===== src/rtl/core_pkg.sv =====
// Shared RV64I core types: datapath widths, ALU encodings and the ID/EX payload.
// Latency: none (declarations only).
// Backpressure: not applicable.
package core_pkg;

    localparam int XLEN   = 64;
    localparam int REG_AW = 5;

    localparam logic [2:0] F3_ADD = 3'b000;
    localparam logic [2:0] F3_SLL = 3'b001;
    localparam logic [2:0] F3_SLT = 3'b010;
    localparam logic [2:0] F3_XOR = 3'b100;
    localparam logic [2:0] F3_SRL = 3'b101;
    localparam logic [2:0] F3_OR  = 3'b110;
    localparam logic [2:0] F3_AND = 3'b111;

    localparam logic [6:0] F7_SUB = 7'b0100000;

    typedef struct packed {
        logic [XLEN-1:0]   op0;
        logic [XLEN-1:0]   op1;
        logic [XLEN-1:0]   rs2_data;
        logic [REG_AW-1:0] rd;
        logic [2:0]        func3;
        logic [6:0]        func7;
        logic [5:0]        ctrl;
        logic              is_load;
    } id_ex_t;

endpackage


===== src/rtl/fwd_mux.sv =====
// Source-operand bypass select: x0, then EX/MEM, then MEM/WB, then register file.
// Latency: purely combinational.
// Backpressure: none; the caller samples the result when it captures.
module fwd_mux #(
    parameter int XLEN   = 64,
    parameter int REG_AW = 5
) (
    input  logic [REG_AW-1:0] idx,
    input  logic [XLEN-1:0]   rf_dat,
    input  logic              mem_wen,
    input  logic [REG_AW-1:0] mem_rd,
    input  logic [XLEN-1:0]   mem_dat,
    input  logic              wb_wen,
    input  logic [REG_AW-1:0] wb_rd,
    input  logic [XLEN-1:0]   wb_dat,
    output logic [XLEN-1:0]   sel_dat
);

    always_comb begin
        sel_dat = rf_dat;
        if (idx == '0) begin
            sel_dat = '0;
        end else if (mem_wen && (mem_rd == idx)) begin
            sel_dat = mem_dat;
        end else if (wb_wen && (wb_rd == idx)) begin
            sel_dat = wb_dat;
        end
    end

endmodule


===== src/rtl/id_ex_stage.sv =====
// ID/EX register: forwards operands, picks imm/rs2 for op1, bubbles on load-use; ID_EX_PERF_EN adds counters.
// Latency: 1 cycle from decode accept to ex_valid; 1 instruction/cycle without hazards.
// Backpressure: holds while ex_valid && !ex_ready; dec_ready drops on hold, hazard or flush.
module id_ex_stage
    import core_pkg::*;
#(
    parameter int XLEN   = core_pkg::XLEN,
    parameter int REG_AW = core_pkg::REG_AW
) (
    input  logic              clk,
    input  logic              rst_n,
    input  logic              flush,
    input  logic              dec_valid,
    output logic              dec_ready,
    input  logic [XLEN-1:0]   dec_rs1_data,
    input  logic [XLEN-1:0]   dec_rs2_data,
    input  logic [XLEN-1:0]   dec_imm,
    input  logic [REG_AW-1:0] dec_rs1,
    input  logic [REG_AW-1:0] dec_rs2,
    input  logic [REG_AW-1:0] dec_rd,
    input  logic              dec_use_imm,
    input  logic              dec_is_load,
    input  logic [2:0]        dec_func3,
    input  logic [6:0]        dec_func7,
    input  logic [5:0]        dec_ctrl,
    input  logic              fwd_mem_wen,
    input  logic [REG_AW-1:0] fwd_mem_rd,
    input  logic [XLEN-1:0]   fwd_mem_data,
    input  logic              fwd_wb_wen,
    input  logic [REG_AW-1:0] fwd_wb_rd,
    input  logic [XLEN-1:0]   fwd_wb_data,
    output logic              ex_valid,
    input  logic              ex_ready,
    output logic [XLEN-1:0]   ex_op0,
    output logic [XLEN-1:0]   ex_op1,
    output logic [2:0]        ex_func3,
    output logic [6:0]        ex_func7,
    output logic [5:0]        ex_ctrl,
    output logic [REG_AW-1:0] ex_rd,
    output logic [XLEN-1:0]   ex_rs2_data,
`ifdef ID_EX_PERF_EN
    output logic [31:0]       perf_bubbles,
    output logic [31:0]       perf_flushes,
`endif
    output logic              ex_is_load
);

    id_ex_t          ex_q;
    id_ex_t          ex_d;
    logic            ex_vld_q;
    logic [XLEN-1:0] rs1_fwd_dat;
    logic [XLEN-1:0] rs2_fwd_dat;
    logic            advance;
    logic            hazard;
    logic            accept;

    fwd_mux #(.XLEN(XLEN), .REG_AW(REG_AW)) u_fwd_rs1 (
        .idx     (dec_rs1),
        .rf_dat  (dec_rs1_data),
        .mem_wen (fwd_mem_wen),
        .mem_rd  (fwd_mem_rd),
        .mem_dat (fwd_mem_data),
        .wb_wen  (fwd_wb_wen),
        .wb_rd   (fwd_wb_rd),
        .wb_dat  (fwd_wb_data),
        .sel_dat (rs1_fwd_dat)
    );

    fwd_mux #(.XLEN(XLEN), .REG_AW(REG_AW)) u_fwd_rs2 (
        .idx     (dec_rs2),
        .rf_dat  (dec_rs2_data),
        .mem_wen (fwd_mem_wen),
        .mem_rd  (fwd_mem_rd),
        .mem_dat (fwd_mem_data),
        .wb_wen  (fwd_wb_wen),
        .wb_rd   (fwd_wb_rd),
        .wb_dat  (fwd_wb_data),
        .sel_dat (rs2_fwd_dat)
    );

    // A load's result is only bypassable from EX/MEM, so a dependent must wait one cycle.
    assign advance = !ex_vld_q || ex_ready;
    assign hazard  = ex_vld_q && ex_q.is_load && (ex_q.rd != '0) && dec_valid &&
                     ((dec_rs1 == ex_q.rd) || (!dec_use_imm && (dec_rs2 == ex_q.rd)));
    assign dec_ready = advance && !hazard && !flush;
    assign accept    = dec_valid && dec_ready;

    always_comb begin
        ex_d          = '0;
        ex_d.op0      = rs1_fwd_dat;
        ex_d.op1      = dec_use_imm ? dec_imm : rs2_fwd_dat;
        ex_d.rs2_data = rs2_fwd_dat;
        ex_d.rd       = dec_rd;
        ex_d.func3    = dec_func3;
        ex_d.func7    = dec_func7;
        ex_d.ctrl     = dec_ctrl;
        ex_d.is_load  = dec_is_load;
    end

    always_ff @(posedge clk or negedge rst_n) begin
        if (!rst_n) begin
            ex_vld_q <= 1'b0;
            ex_q     <= '0;
        end else if (flush) begin
            ex_vld_q <= 1'b0;
        end else if (advance) begin
            ex_vld_q <= accept;
            if (accept) begin
                ex_q <= ex_d;
            end
        end
    end

`ifdef ID_EX_PERF_EN
    always_ff @(posedge clk or negedge rst_n) begin
        if (!rst_n) begin
            perf_bubbles <= '0;
            perf_flushes <= '0;
        end else begin
            // A bubble is only inserted when the stage actually advances past the load.
            if (hazard && ex_ready && !flush && (perf_bubbles != '1)) begin
                perf_bubbles <= perf_bubbles + 32'd1;
            end
            if (flush && ex_vld_q && (perf_flushes != '1)) begin
                perf_flushes <= perf_flushes + 32'd1;
            end
        end
    end
`endif

    assign ex_valid    = ex_vld_q;
    assign ex_op0      = ex_q.op0;
    assign ex_op1      = ex_q.op1;
    assign ex_rs2_data = ex_q.rs2_data;
    assign ex_rd       = ex_q.rd;
    assign ex_func3    = ex_q.func3;
    assign ex_func7    = ex_q.func7;
    assign ex_ctrl     = ex_q.ctrl;
    assign ex_is_load  = ex_q.is_load;

endmodule


===== config.mk =====
export PLATFORM = sky130hd
export DESIGN_NAME = id_ex_stage
export DESIGN_NICKNAME = d
export VERILOG_FILES = /design/src/rtl/core_pkg.sv /design/src/rtl/fwd_mux.sv /design/src/rtl/id_ex_stage.sv
export SDC_FILE = /design/constraint.sdc
export NUM_CORES = 1
export LEC_CHECK = 0
export ABC_CLOCK_PERIOD_IN_PS = 5000
export BUFFER_PORTS_ARGS = -buffer_cell sky130_fd_sc_hd__buf_4
export CAP_MARGIN = 20
export CORE_AREA = 5 5 223 225
export CTS_BUF_LIST = sky130_fd_sc_hd__clkbuf_8
export DETAILED_ROUTE_END_ITERATION = 16
export DIE_AREA = 0 0 228 230
export GPL_TIMING_DRIVEN = 0
export PLACE_DENSITY_LB_ADDON = 0.12
export SLEW_MARGIN = 20
export SYNTH_ARGS = -nofsm -noshare
export SYNTH_HDL_FRONTEND = slang
export SYNTH_SLANG_ARGS = --single-unit

===== constraint.sdc =====
create_clock -name clk -period 5 [get_ports clk]
set_input_delay 1.25 -clock clk [delete_from_list [all_inputs] [get_ports clk]]
set_output_delay 1.25 -clock clk [all_outputs]
set_load 0.02 [all_outputs]

==> out/qor.yml <==
port_buffers: 585
drtPass1Iterations: 6
grt_pass1_wl_um: 110000
post_drt_wl_per_cell_um: 28.9
antenna_left: 0
irDropWorstVdd_mv: 0.215
place_area_um2: 18500
relSlewSlack_pct: 20.8
p_total_mw: 6.41
crit_type: "in -> out"
post_cts_resized: 0
die_height_um: 230
design.core.area_um2: 47300
clock_path_buffers: 3
hold_buffers: 0
hp-class: "reg -> reg"
p_per_area_nw_per_um2: 330
clk_latency_ns: 0.63
die_area_um2: 52400
vias: 15682
io_pins: 586
max_freq_mhz: 213
synth_top_area_share_pct: 40.5
ys_types: 34
drive_above_1_share_pct: 37.9
grt_max_degree: 84
clk_pin_slew_ns: 0.05
gp_congestion: 0.893
avgSynthCellArea_um2: 9.60
worstSetupStartpoint: "dec_rs2[0]"
drc_errors: 0
post_cts_buffers: 0
rsz0062_at_grt: "no"
fin_crit_ns: 4.70
via_per_inst: 5.87
drt_iter0_markers: 1695
fin_area_um2: 19400
period_share_pct: 94.0
skew_ns: 0.0221
cts_tree: "yes"
netlist_area_um2: 13300
setup_violations: 0
power.leakage_nw: 8.06
start_util_pct: 28.1
root_buffer: "clkbuf_8"
tightest_slew_ns: 1.19
final_max_slew_viol_count: 0
routed_wl_um: 77200
syn-num-nets: 1755
setup.worst_path.start_class: "primary input"
finalHoldViolations: 0
areaGrowthSynthToFinish_pct: 45.9
r2r_start: "ex_valid"
track_usage_pct: 27.7
hpwl_um: 58900
worstPathArrival_ns: 3.45
overflow: 0
die_x_um: 228
antenna_found_initial: 10
synthTopCellsByArea: "dfrtp_1, a311oi_1, mux2_2"
yosys_register_bits: 215
fin_nets: 2391
worstPathRequired_ns: 3.75
yosysTopAreaCell: "dfrtp_1"
fin_setup_tns_ns: 0
cts_sinks: 215
yosys_warnings: 0
outcome: "complete, no violations"
rows: 80
max_cap_viol_count: 0
path_max_fanout: 10
htreeDepth: 2
min_from: "ex_op1[27]"
grt_pass1_vias: 16117
cts_made_buffers: 44
cp-end-kind: "output port"
synth_cells: 1385
synth_seq_area_share_pct: 40.5
cells in the final DEF, fill, tap and decap left out, types with 9 or more instances in the layout:
cell	n
mux2_4	15
mux2_2	71
a311oi_1	192
o21ai_0	129
nand2_1	68
dfrtp_1	215
o32a_1	65
buf_4	589
buf_2	26
inv_1	88
nand4_1	67
clkbuf_8	50
xnor2_1	22
o31a_1	64
clkbuf_1	132
nand3_1	66
o32ai_1	64
buf_6	9
buf_1	13
nor3_1	64
area by class of cell:
cell class / instances / area (um^2)
fillers: 4893 / 27900
multi-input cells: 916 / 6850
flip-flops and latches: 215 / 5380
repair buffers: 590 / 4500
plain buffers: 186 / 818
well taps: 615 / 769
clock buffers: 50 / 688
inverters: 68 / 255
clock inverters: 27 / 140
diodes: 3 / 7.51
where the power goes:
group	switching, mW	total [mW]	leakage, nW	internal, mW
Combinational	1.30	2.30	5.03	1.00
Clock	0.868	1.83	0.496	0.958
Sequential	0.215	2.28	2.53	2.06
Total	2.38	6.41	8.06	4.02
final timing paths:
| path | to | depth (start not counted) | slack, ns |
|---|---|---|---|
| min in group asynchronous | ex_op0[50] | 1 | 0.61 |
| hold / removal | ex_op1[27] | 1 | 0.50 |
| setup / recovery | dec_ready | 9 | 0.30 |
| hold reg to reg | ex_op1[27] | 1 | 0.50 |
| max in group asynchronous | ex_op0[14] | 2 | 3.45 |
| setup reg to reg | ex_op1[15] | 5 | 2.29 |
critical path: stages:
cell	delay [ns]
buf_4	0.14
xnor2_1	0.16
nand4_1	0.11
o32a_1	0.38
nor2_1	0.21
buf_2	0.52
buf_2	0.39
nor2b_1	0.09
buf_4	0.18
synth_stat cells:
master and instances:
dfrtp_1 215, a311oi_1 192, clkbuf_1 133, o21ai_0 129
mux2_2 71, inv_1 68, nand2_1 68, nand4_1 67
nand3_1 66, o32a_1 65, nor3_1 64, o31a_1 64
o32ai_1 64, buf_2 26, xnor2_1 22, mux2_4 15
buf_1 13, buf_6 9, buf_4 5, xor2_1 5
nand2b_1 4, nor2_1 3, or4_1 3, and2_1 2
o2111ai_1 2, o211a_1 2, a21oi_1 1, a31o_2 1
and3_1 1, and4_1 1, nor2b_1 1, nor4_1 1
or2_1 1, or2_2 1
layer usage:
layer / global-route usage [%] / wire, um / vias to the layer above
li1: - / - / 6869
met1: 34.4 / 30400 / 7754
met2: 47.4 / 37500 / 903
met3: 7.82 / 7100 / 144
met4: 7.70 / 2020 / 12
met5: 0 / 83 / -
per-stage QoR:
| stage | setup WS [ns] | util, % | hold WS, ns | instances |
|---|---|---|---|---|
| 2_1_floorplan | 1.29 | - | 0.609 | 1385 |
| 3_3_place_gp | 0.307 | 39.0 | 0.481 | 2585 |
| 3_5_place_dp | 0.294 | 39.2 | 0.489 | 2588 |
| 4_1_cts | 0.293 | 40.9 | 0.501 | 2665 |
| 5_1_grt | 0.185 | 41.0 | 0.513 | 2668 |
| 6_report | 0.299 | 41.0 | 0.500 | 2670 |
registers in the layout, summed over array words and instances (netlist names):
name and cells:
ex_op0 64, ex_op1 64, ex_rs2_data 64, ex_func7 7, ex_ctrl 6, ex_rd 5
ex_func3 3, ex_is_load 1, ex_valid 1
kinds of logic (layout without fill, tap and decap cells):
group / Yosys count / count (layout) / share of synthesized area (%)
AO/OA/AOI/OAI: 520 / 520 / 31.2
flip-flops: 215 / 215 / 40.5
buffers and inverters: 254 / 921 / 8.06
other: 0 / 3 / 0
XOR/XNOR: 27 / 27 / 1.78
multiplexers: 86 / 86 / 7.70
AND/OR/NAND/NOR: 283 / 283 / 10.8
(Power assumes the default switching activity.)
